## src/rtl/aurora_pkg.sv

```systemverilog
// Shared types and constant words for the Aurora lane transmit scheduler.
package aurora_pkg;

    localparam int unsigned DATA_W = 16;
    localparam int unsigned K_W    = 2;
    localparam int unsigned WORD_W = K_W + DATA_W;

    // Lane word: K flags per byte followed by the two bytes.
    typedef struct packed {
        logic [K_W-1:0]    kflags;
        logic [DATA_W-1:0] bytes;
    } tx_word_t;

    typedef enum logic [1:0] {
        SRC_IDLE = 2'd0,
        SRC_INIT = 2'd1,
        SRC_CC   = 2'd2,
        SRC_DATA = 2'd3
    } tx_src_t;

    // K28.5 / D10.2
    localparam tx_word_t IDLE_WORD = '{kflags: 2'b10, bytes: 16'hBC4A};
    // K28.7 / K28.7
    localparam tx_word_t CC_WORD   = '{kflags: 2'b11, bytes: 16'hFCFC};

    function automatic tx_word_t make_data_word(input logic [DATA_W-1:0] payload);
        return '{kflags: 2'b00, bytes: payload};
    endfunction

endpackage

```

## src/rtl/aurora_cc_timer.sv

```systemverilog
// Clock-compensation timer: free-running period counter plus burst length counter.
module aurora_cc_timer #(
    parameter int unsigned CC_PERIOD = 5000,
    parameter int unsigned CC_LEN    = 6
) (
    input  logic clk,
    input  logic rst,
    output logic cc_start,
    output logic cc_busy
);

    localparam int unsigned CNT_W   = $clog2(CC_PERIOD);
    localparam int unsigned BURST_W = $clog2(CC_LEN + 1);

    logic [CNT_W-1:0]   cnt;
    logic [BURST_W-1:0] burst_cnt;

    assign cc_start = (cnt == CNT_W'(CC_PERIOD - 1));

    // Burst words still owed after the current cycle; the start cycle itself is word one.
    assign cc_busy = (burst_cnt > BURST_W'(1));

    always_ff @(posedge clk) begin
        if (rst) begin
            cnt       <= '0;
            burst_cnt <= '0;
        end else begin
            cnt <= cc_start ? '0 : cnt + CNT_W'(1);
            if (cc_start) begin
                burst_cnt <= BURST_W'(CC_LEN - 1);
            end else if (burst_cnt != '0) begin
                burst_cnt <= burst_cnt - BURST_W'(1);
            end
        end
    end

endmodule

```

## src/rtl/aurora_tx_sched.sv

```systemverilog
// Aurora lane transmit scheduler: arbitrates CC bursts, init ordered sets, user data and idles.
// Clock compensation is compiled in only when AURORA_TX_CLK_COMP_EN is defined.
module aurora_tx_sched
    import aurora_pkg::*;
#(
    parameter int unsigned CC_PERIOD = 5000,
    parameter int unsigned CC_LEN    = 6
) (
    input  logic                  clk,
    input  logic                  rst,
    input  logic                  os_valid,
    input  logic [WORD_W-1:0]     os_word,
    input  logic                  init_finished,
    input  logic                  data_valid,
    input  logic [DATA_W-1:0]     data,
    output logic                  data_ready,
    output logic [WORD_W-1:0]     tx_word,
    output tx_src_t               tx_src,
    output logic                  cc_active
);

    if (CC_LEN < 1 || CC_PERIOD < CC_LEN + 2) begin : g_bad_cfg
        $error("aurora_tx_sched: CC_LEN must be >= 1 and CC_PERIOD >= CC_LEN + 2");
    end

`ifdef AURORA_TX_CLK_COMP_EN
    typedef enum logic [1:0] {ST_INIT, ST_RUN, ST_CC} state_t;
`else
    typedef enum logic {ST_INIT, ST_RUN} state_t;
`endif

    state_t   state;
    state_t   state_next;
    logic     cc_start;
    logic     cc_sel;
    tx_word_t sel_word;
    tx_src_t  sel_src;

`ifdef AURORA_TX_CLK_COMP_EN
    logic cc_busy;

    aurora_cc_timer #(
        .CC_PERIOD (CC_PERIOD),
        .CC_LEN    (CC_LEN)
    ) u_cc_timer (
        .clk      (clk),
        .rst      (rst),
        .cc_start (cc_start),
        .cc_busy  (cc_busy)
    );

    assign cc_sel = cc_start || (state == ST_CC);
`else
    assign cc_start = 1'b0;
    assign cc_sel   = 1'b0;
`endif

    always_ff @(posedge clk) begin
        if (rst) begin
            state <= ST_INIT;
        end else begin
            state <= state_next;
        end
    end

    // Next state, word selection and the combinational ready.
    always_comb begin
        state_next = state;
        sel_word   = IDLE_WORD;
        sel_src    = SRC_IDLE;
        data_ready = 1'b0;

        data_ready = (state == ST_RUN) && init_finished && !cc_start && !rst;

        case (state)
            ST_INIT: if (init_finished) state_next = ST_RUN;
            ST_RUN:  if (!init_finished) state_next = ST_INIT;
`ifdef AURORA_TX_CLK_COMP_EN
            ST_CC:   if (!cc_busy) state_next = init_finished ? ST_RUN : ST_INIT;
`endif
            default: state_next = ST_INIT;
        endcase

`ifdef AURORA_TX_CLK_COMP_EN
        // A single-word burst is finished by the start cycle alone.
        if (cc_start) begin
            if (CC_LEN > 1) begin
                state_next = ST_CC;
            end else begin
                state_next = init_finished ? ST_RUN : ST_INIT;
            end
        end
`endif

        // Ordered sets outside ST_INIT are dropped; upstream repeats them.
        if (cc_sel) begin
            sel_word = CC_WORD;
            sel_src  = SRC_CC;
        end else if ((state == ST_INIT) && os_valid && !init_finished) begin
            sel_word = tx_word_t'(os_word);
            sel_src  = SRC_INIT;
        end else if (data_valid && data_ready) begin
            sel_word = make_data_word(data);
            sel_src  = SRC_DATA;
        end
    end

    always_ff @(posedge clk) begin
        if (rst) begin
            tx_word   <= IDLE_WORD;
            tx_src    <= SRC_IDLE;
            cc_active <= 1'b0;
        end else begin
            tx_word   <= sel_word;
            tx_src    <= sel_src;
            cc_active <= cc_sel;
        end
    end

endmodule

```

## config.mk

```make
export PLATFORM = sky130hd
export DESIGN_NAME = aurora_tx_sched
export DESIGN_NICKNAME = d
export VERILOG_FILES = /design/src/rtl/aurora_pkg.sv /design/src/rtl/aurora_cc_timer.sv /design/src/rtl/aurora_tx_sched.sv
export SDC_FILE = /design/constraint.sdc
export NUM_CORES = 1
export LEC_CHECK = 0
export ABC_CLOCK_PERIOD_IN_PS = 4300
export CAP_MARGIN = 40
export CORE_MARGIN = 8
export CORE_UTILIZATION = 32
export CTS_BUF_LIST = sky130_fd_sc_hd__clkbuf_16
export CTS_CLUSTER_SIZE = 12
export DETAILED_ROUTE_END_ITERATION = 10
export PLACE_DENSITY = 0.83
export SKIP_CTS_REPAIR_TIMING = 1
export SYNTH_ARGS = -nofsm -noshare
export SYNTH_HDL_FRONTEND = slang
export SYNTH_SLANG_ARGS = --single-unit
```

## constraint.sdc

```tcl
create_clock -name clk -period 4.3 [get_ports clk]
set_clock_uncertainty 0.1 [all_clocks]
set_input_delay 0.86 -clock clk [delete_from_list [all_inputs] [get_ports clk]]
set_output_delay 0.86 -clock clk [all_outputs]
set_load 0.005 [all_outputs]
```

## Word level (Yosys, flattened, before mapping)

Cells that the tools add are included.

| cells by class | value |
|---|---|
| multiplexer cells | 5 |
| bitwise gates (word level) | 1 |
| reductions and logical operators | 8 |

Operators by type and width:

| operator | number |
|---|---|
| $mux 18 | 2 |
| $logic_and 1x1->1 | 5 |
| $logic_not 1->1 | 2 |
| $mux 1 | 2 |
| $mux 2 | 1 |
| $reduce_or 2->1 | 1 |
| $not 1->1 | 1 |

| word-level totals | value |
|---|---|
| bits in registers | 21 |
| input bits | 39 |
| output and inout port bits | 22 |
| word-level logic and storage cells | 18 |

## Depth between registers and ports, before layout

| depth | value |
|---|---|
| word-level depth | 5 |
| gate-level depth with buffers | 3 |
| depth with buffers taken out | 3 |

## Worst setup path after synthesis

Ideal clock, no wire load.

| path | value |
|---|---|
| path kind | input to output |
| start point | input port init_finished |
| end point | output port data_ready |
| data arrival time | 1.124 ns |
| data required time | 3.340 ns |
| setup slack | 2.216 ns |
| stages on the path | 2 |
| buffers on the path | 0 |
| cell sequence | nor2b_1 > and2_1 |

| on the way | value |
|---|---|
| cells in the longest elaborated chain, start to end | 2 |

RTL lines:

| what | line | RTL |
|---|---|---|
| from (decl) | aurora_tx_sched.sv:13 | `input logic init_finished,` |
| $logic_and 1x1->1 (2 in series) | aurora_tx_sched.sv:73 | `data_ready = (state == ST_RUN) && init_finished && !cc_start && !rst;` |
| to (decl) | aurora_tx_sched.sv:16 | `output logic data_ready,` |

No other way between the ends.

## Final worst setup path

Ends and elaborated chain as after synthesis.

==> impl_results.md <==
* Status: completed
* Height of the die at 61.8 um
* Sequential cell area fraction in the yosys report at 0.626
* Fin nets at 152
* Critical Path Sink: data_ready
* First-pass GRT wire length at 2.97 mm
* Drt wl/cell at roughly 15 um
* Die area at 0.00382 mm2
* CP Capture Type: output port
* Req. time, crit path at 3.34 ns
* Setup TNS Final at 0 ns
* Critical Path AT at about 2.3 ns
* Synth Register Bits at 21
* Routed WL at a little over 2 mm
* Crit path max-delay family: buffers and inverters
* Largest cells by area after synthesis: dfxtp_1 (63%), a22o_1 (10%), o22a_1 (10%), or4b_1 (3.0%), nand4b_2 (2.2%)
* FMAX at 0.307 GHz
* Via count at 621
* NetSw at 83.0 uW
* Slowest stage delay, CP at 0.59 ns
* IO buf count at 59
* Initial antenna violation count at 0
* Critical Path Stages at 4
* Comb pwr share at 0.132
* CTS tree: done
* Core ar. at 0.00198 mm2
* R2R Path End: tx_word[10]
* CTS Root Cell: clkbuf_16
* Worst path cell trace: clkdlybuf4s50_1, nor2b_1, and2_1, clkdlybuf4s50_1
* Avg Cell Area, Syn at 13.2 um2
* Critical Path Start: init_finished
* # IOs at 61
* R2r setup slk at 2.79 ns
* Initial Util at 0.339
* Crit Path Category: in2out
* Number of CTS-inserted buffers at 3
* Max Transition Viols Final at 0
* Normalized max-slew margin at 0.479
* Pwr Density at 335 mW/mm2
* Htree depth at 1
* RSZ-0062 raised after global routing: no
* VDD IR-drop max at 0.211 mV
* Setup WS post-layout at around 1.0 ns
* Drt pass-1 iters at 3
* Max-cap violation count at 0
* Worst slew pin tran at approximately 0.78 ns
* Post-synth top area cell: dfxtp_1
* Area Growth Syn to Fin at 102%
* Synth unique cells at 15
* Worst path slowest cell: clkdlybuf4s50_1
* DRC at 0
* Final HPWL DP at between 1.5 and 2 mm
* R2R cell count at 2
* Worst-Skew Late Latency at 0.24 ns
* Worst min path class: reg2reg
* Placement Setup Slack at 1.04 ns
* Final Cycle Share at 0.757
* GR Overflow Total at 0
* Synth Instances at 51
* Synth Warn # at 0
* Clk sinks at 21
* Final core utilization at 0.685
* R2r startpoint: state
* Post-Syn Area at 672 um2
* Type of origin of the critical path: input pin
* Int Pwr at around 370 uW
* Site Rows at 16
* Largest net degree at the start of global routing at 13
* Vias per inst at 4.47
* Max clock buf depth at 2
* Vias in the first global route at 645
* PnR Total Power at 454 uW
* Fin crit period at approximately 3.3 ns
* Starting DRT DRC Count at 12
* ANT cells at 0
* Final hold vios at 0
* CP most frequent cell: clkdlybuf4s50_1
* Ratio of cells with drive above 1 in the final layout at 0.0536
* Leakage at 0.000520 uW
* Final setup viols at 0
* ANT nets after route at 0
* RePlAce Congestion at 0.668
* Sw Ratio at 0.183
* Chip Width at roughly 62 um
* Flop pwr share at 0.447
* Buf+Inv Stages, Crit Path at 2
* Max FO, Critical Path at 6
* Top cell type's share of synthesized area at 0.626
* Reg clk slew, reported paths at 0.05 ns
* Total track usage at 0.106
* Syn Nets at 90
* Clk network pwr share at 0.421
[per-stage QoR]
step / cell area [um2] / hold slack (ns) / instances
floorplan: 672 / 0.440 / 51
global placement: 1280 / 0.475 / 135
detailed placement: 1280 / 0.479 / 135
CTS: 1360 / 0.500 / 139
global route: 1360 / 0.518 / 139
finish: 1360 / 0.497 / 139
[logic make-up after synthesis]
family	share of synthesized area
buf+inv	0.0335
compound gates	0.220
flops	0.626
other cells	0.00558
simple gates	0.115
[per-layer routing]
metal  GRT usage  vias to the layer above  share of wire
met5           0                        -              0
met4      0.0487                        0         0.0083
met3      0.0720                        2           0.19
met2       0.174                       44           0.43
met1       0.101                      263           0.37
li1            -                      312              -
[power groups by stage]
stage	Sequential (uW)	Clock (uW)	Combinational (uW)
floorplan	208	0	10.2
global placement	207	0	59.0
detailed placement	208	0	60.2
CTS	203	193	60.6
global route	204	208	64.3
finish	203	191	59.8
[worst reg2reg max path, stage by stage (launching register included)]
cell	delay (ns)
dfxtp_1	0.36
or4b_1	0.70
o22a_1	0.24
[area by class of cell]
class                           count  area, um2
Sequential cell                    21        420
Timing Repair Buffer               59        591
Inverter                            1       3.75
Clock buffer                        3       75.1
Tap cell                           27       33.8
Clock inverter                      1       5.00
Multi-Input combinational cell     27        229
Fill cell                         137        624
[registers in the layout (all words and copies together), names as in the netlist]
signal	flops
tx_word	18
tx_src	2
state	1
[placed cells by master (no fill, tap or decap)]
cell             instances
nor2b_1                  1
clkinv_2                 1
clkbuf_16                3
dfxtp_1                 21
a22o_1                   8
conb_1                   1
and2_1                   2
clkinv_1                 1
nand4b_2                 1
or4b_1                   2
nand3_1                  1
nand2_1                  1
a21o_1                   1
o22a_1                   8
nor4b_2                  1
clkdlybuf4s50_1         59
[cells in the mapped netlist]
| library cell | count |
|---|---|
| dfxtp_1 | 21 |
| a22o_1 | 8 |
| o22a_1 | 8 |
| and2_1 | 2 |
| or4b_1 | 2 |
| a21o_1 | 1 |
| buf_4 | 1 |
| buf_6 | 1 |
| clkinv_1 | 1 |
| conb_1 | 1 |
| nand2_1 | 1 |
| nand3_1 | 1 |
| nand4b_2 | 1 |
| nor2b_1 | 1 |
| nor4b_2 | 1 |
[how the worst min path moves through the flow]
| stage | startpoint | endpoint | cells after the start |
|---|---|---|---|
| after floorplan | state | tx_word[17] | 2 |
| after global placement | state | tx_word[17] | 2 |
| after detailed placement | state | tx_word[17] | 2 |
| after CTS | state | tx_word[17] | 2 |
| after global routing | state | tx_word[17] | 2 |
| final | state | tx_word[17] | 2 |
(Power assumes the default switching activity.)
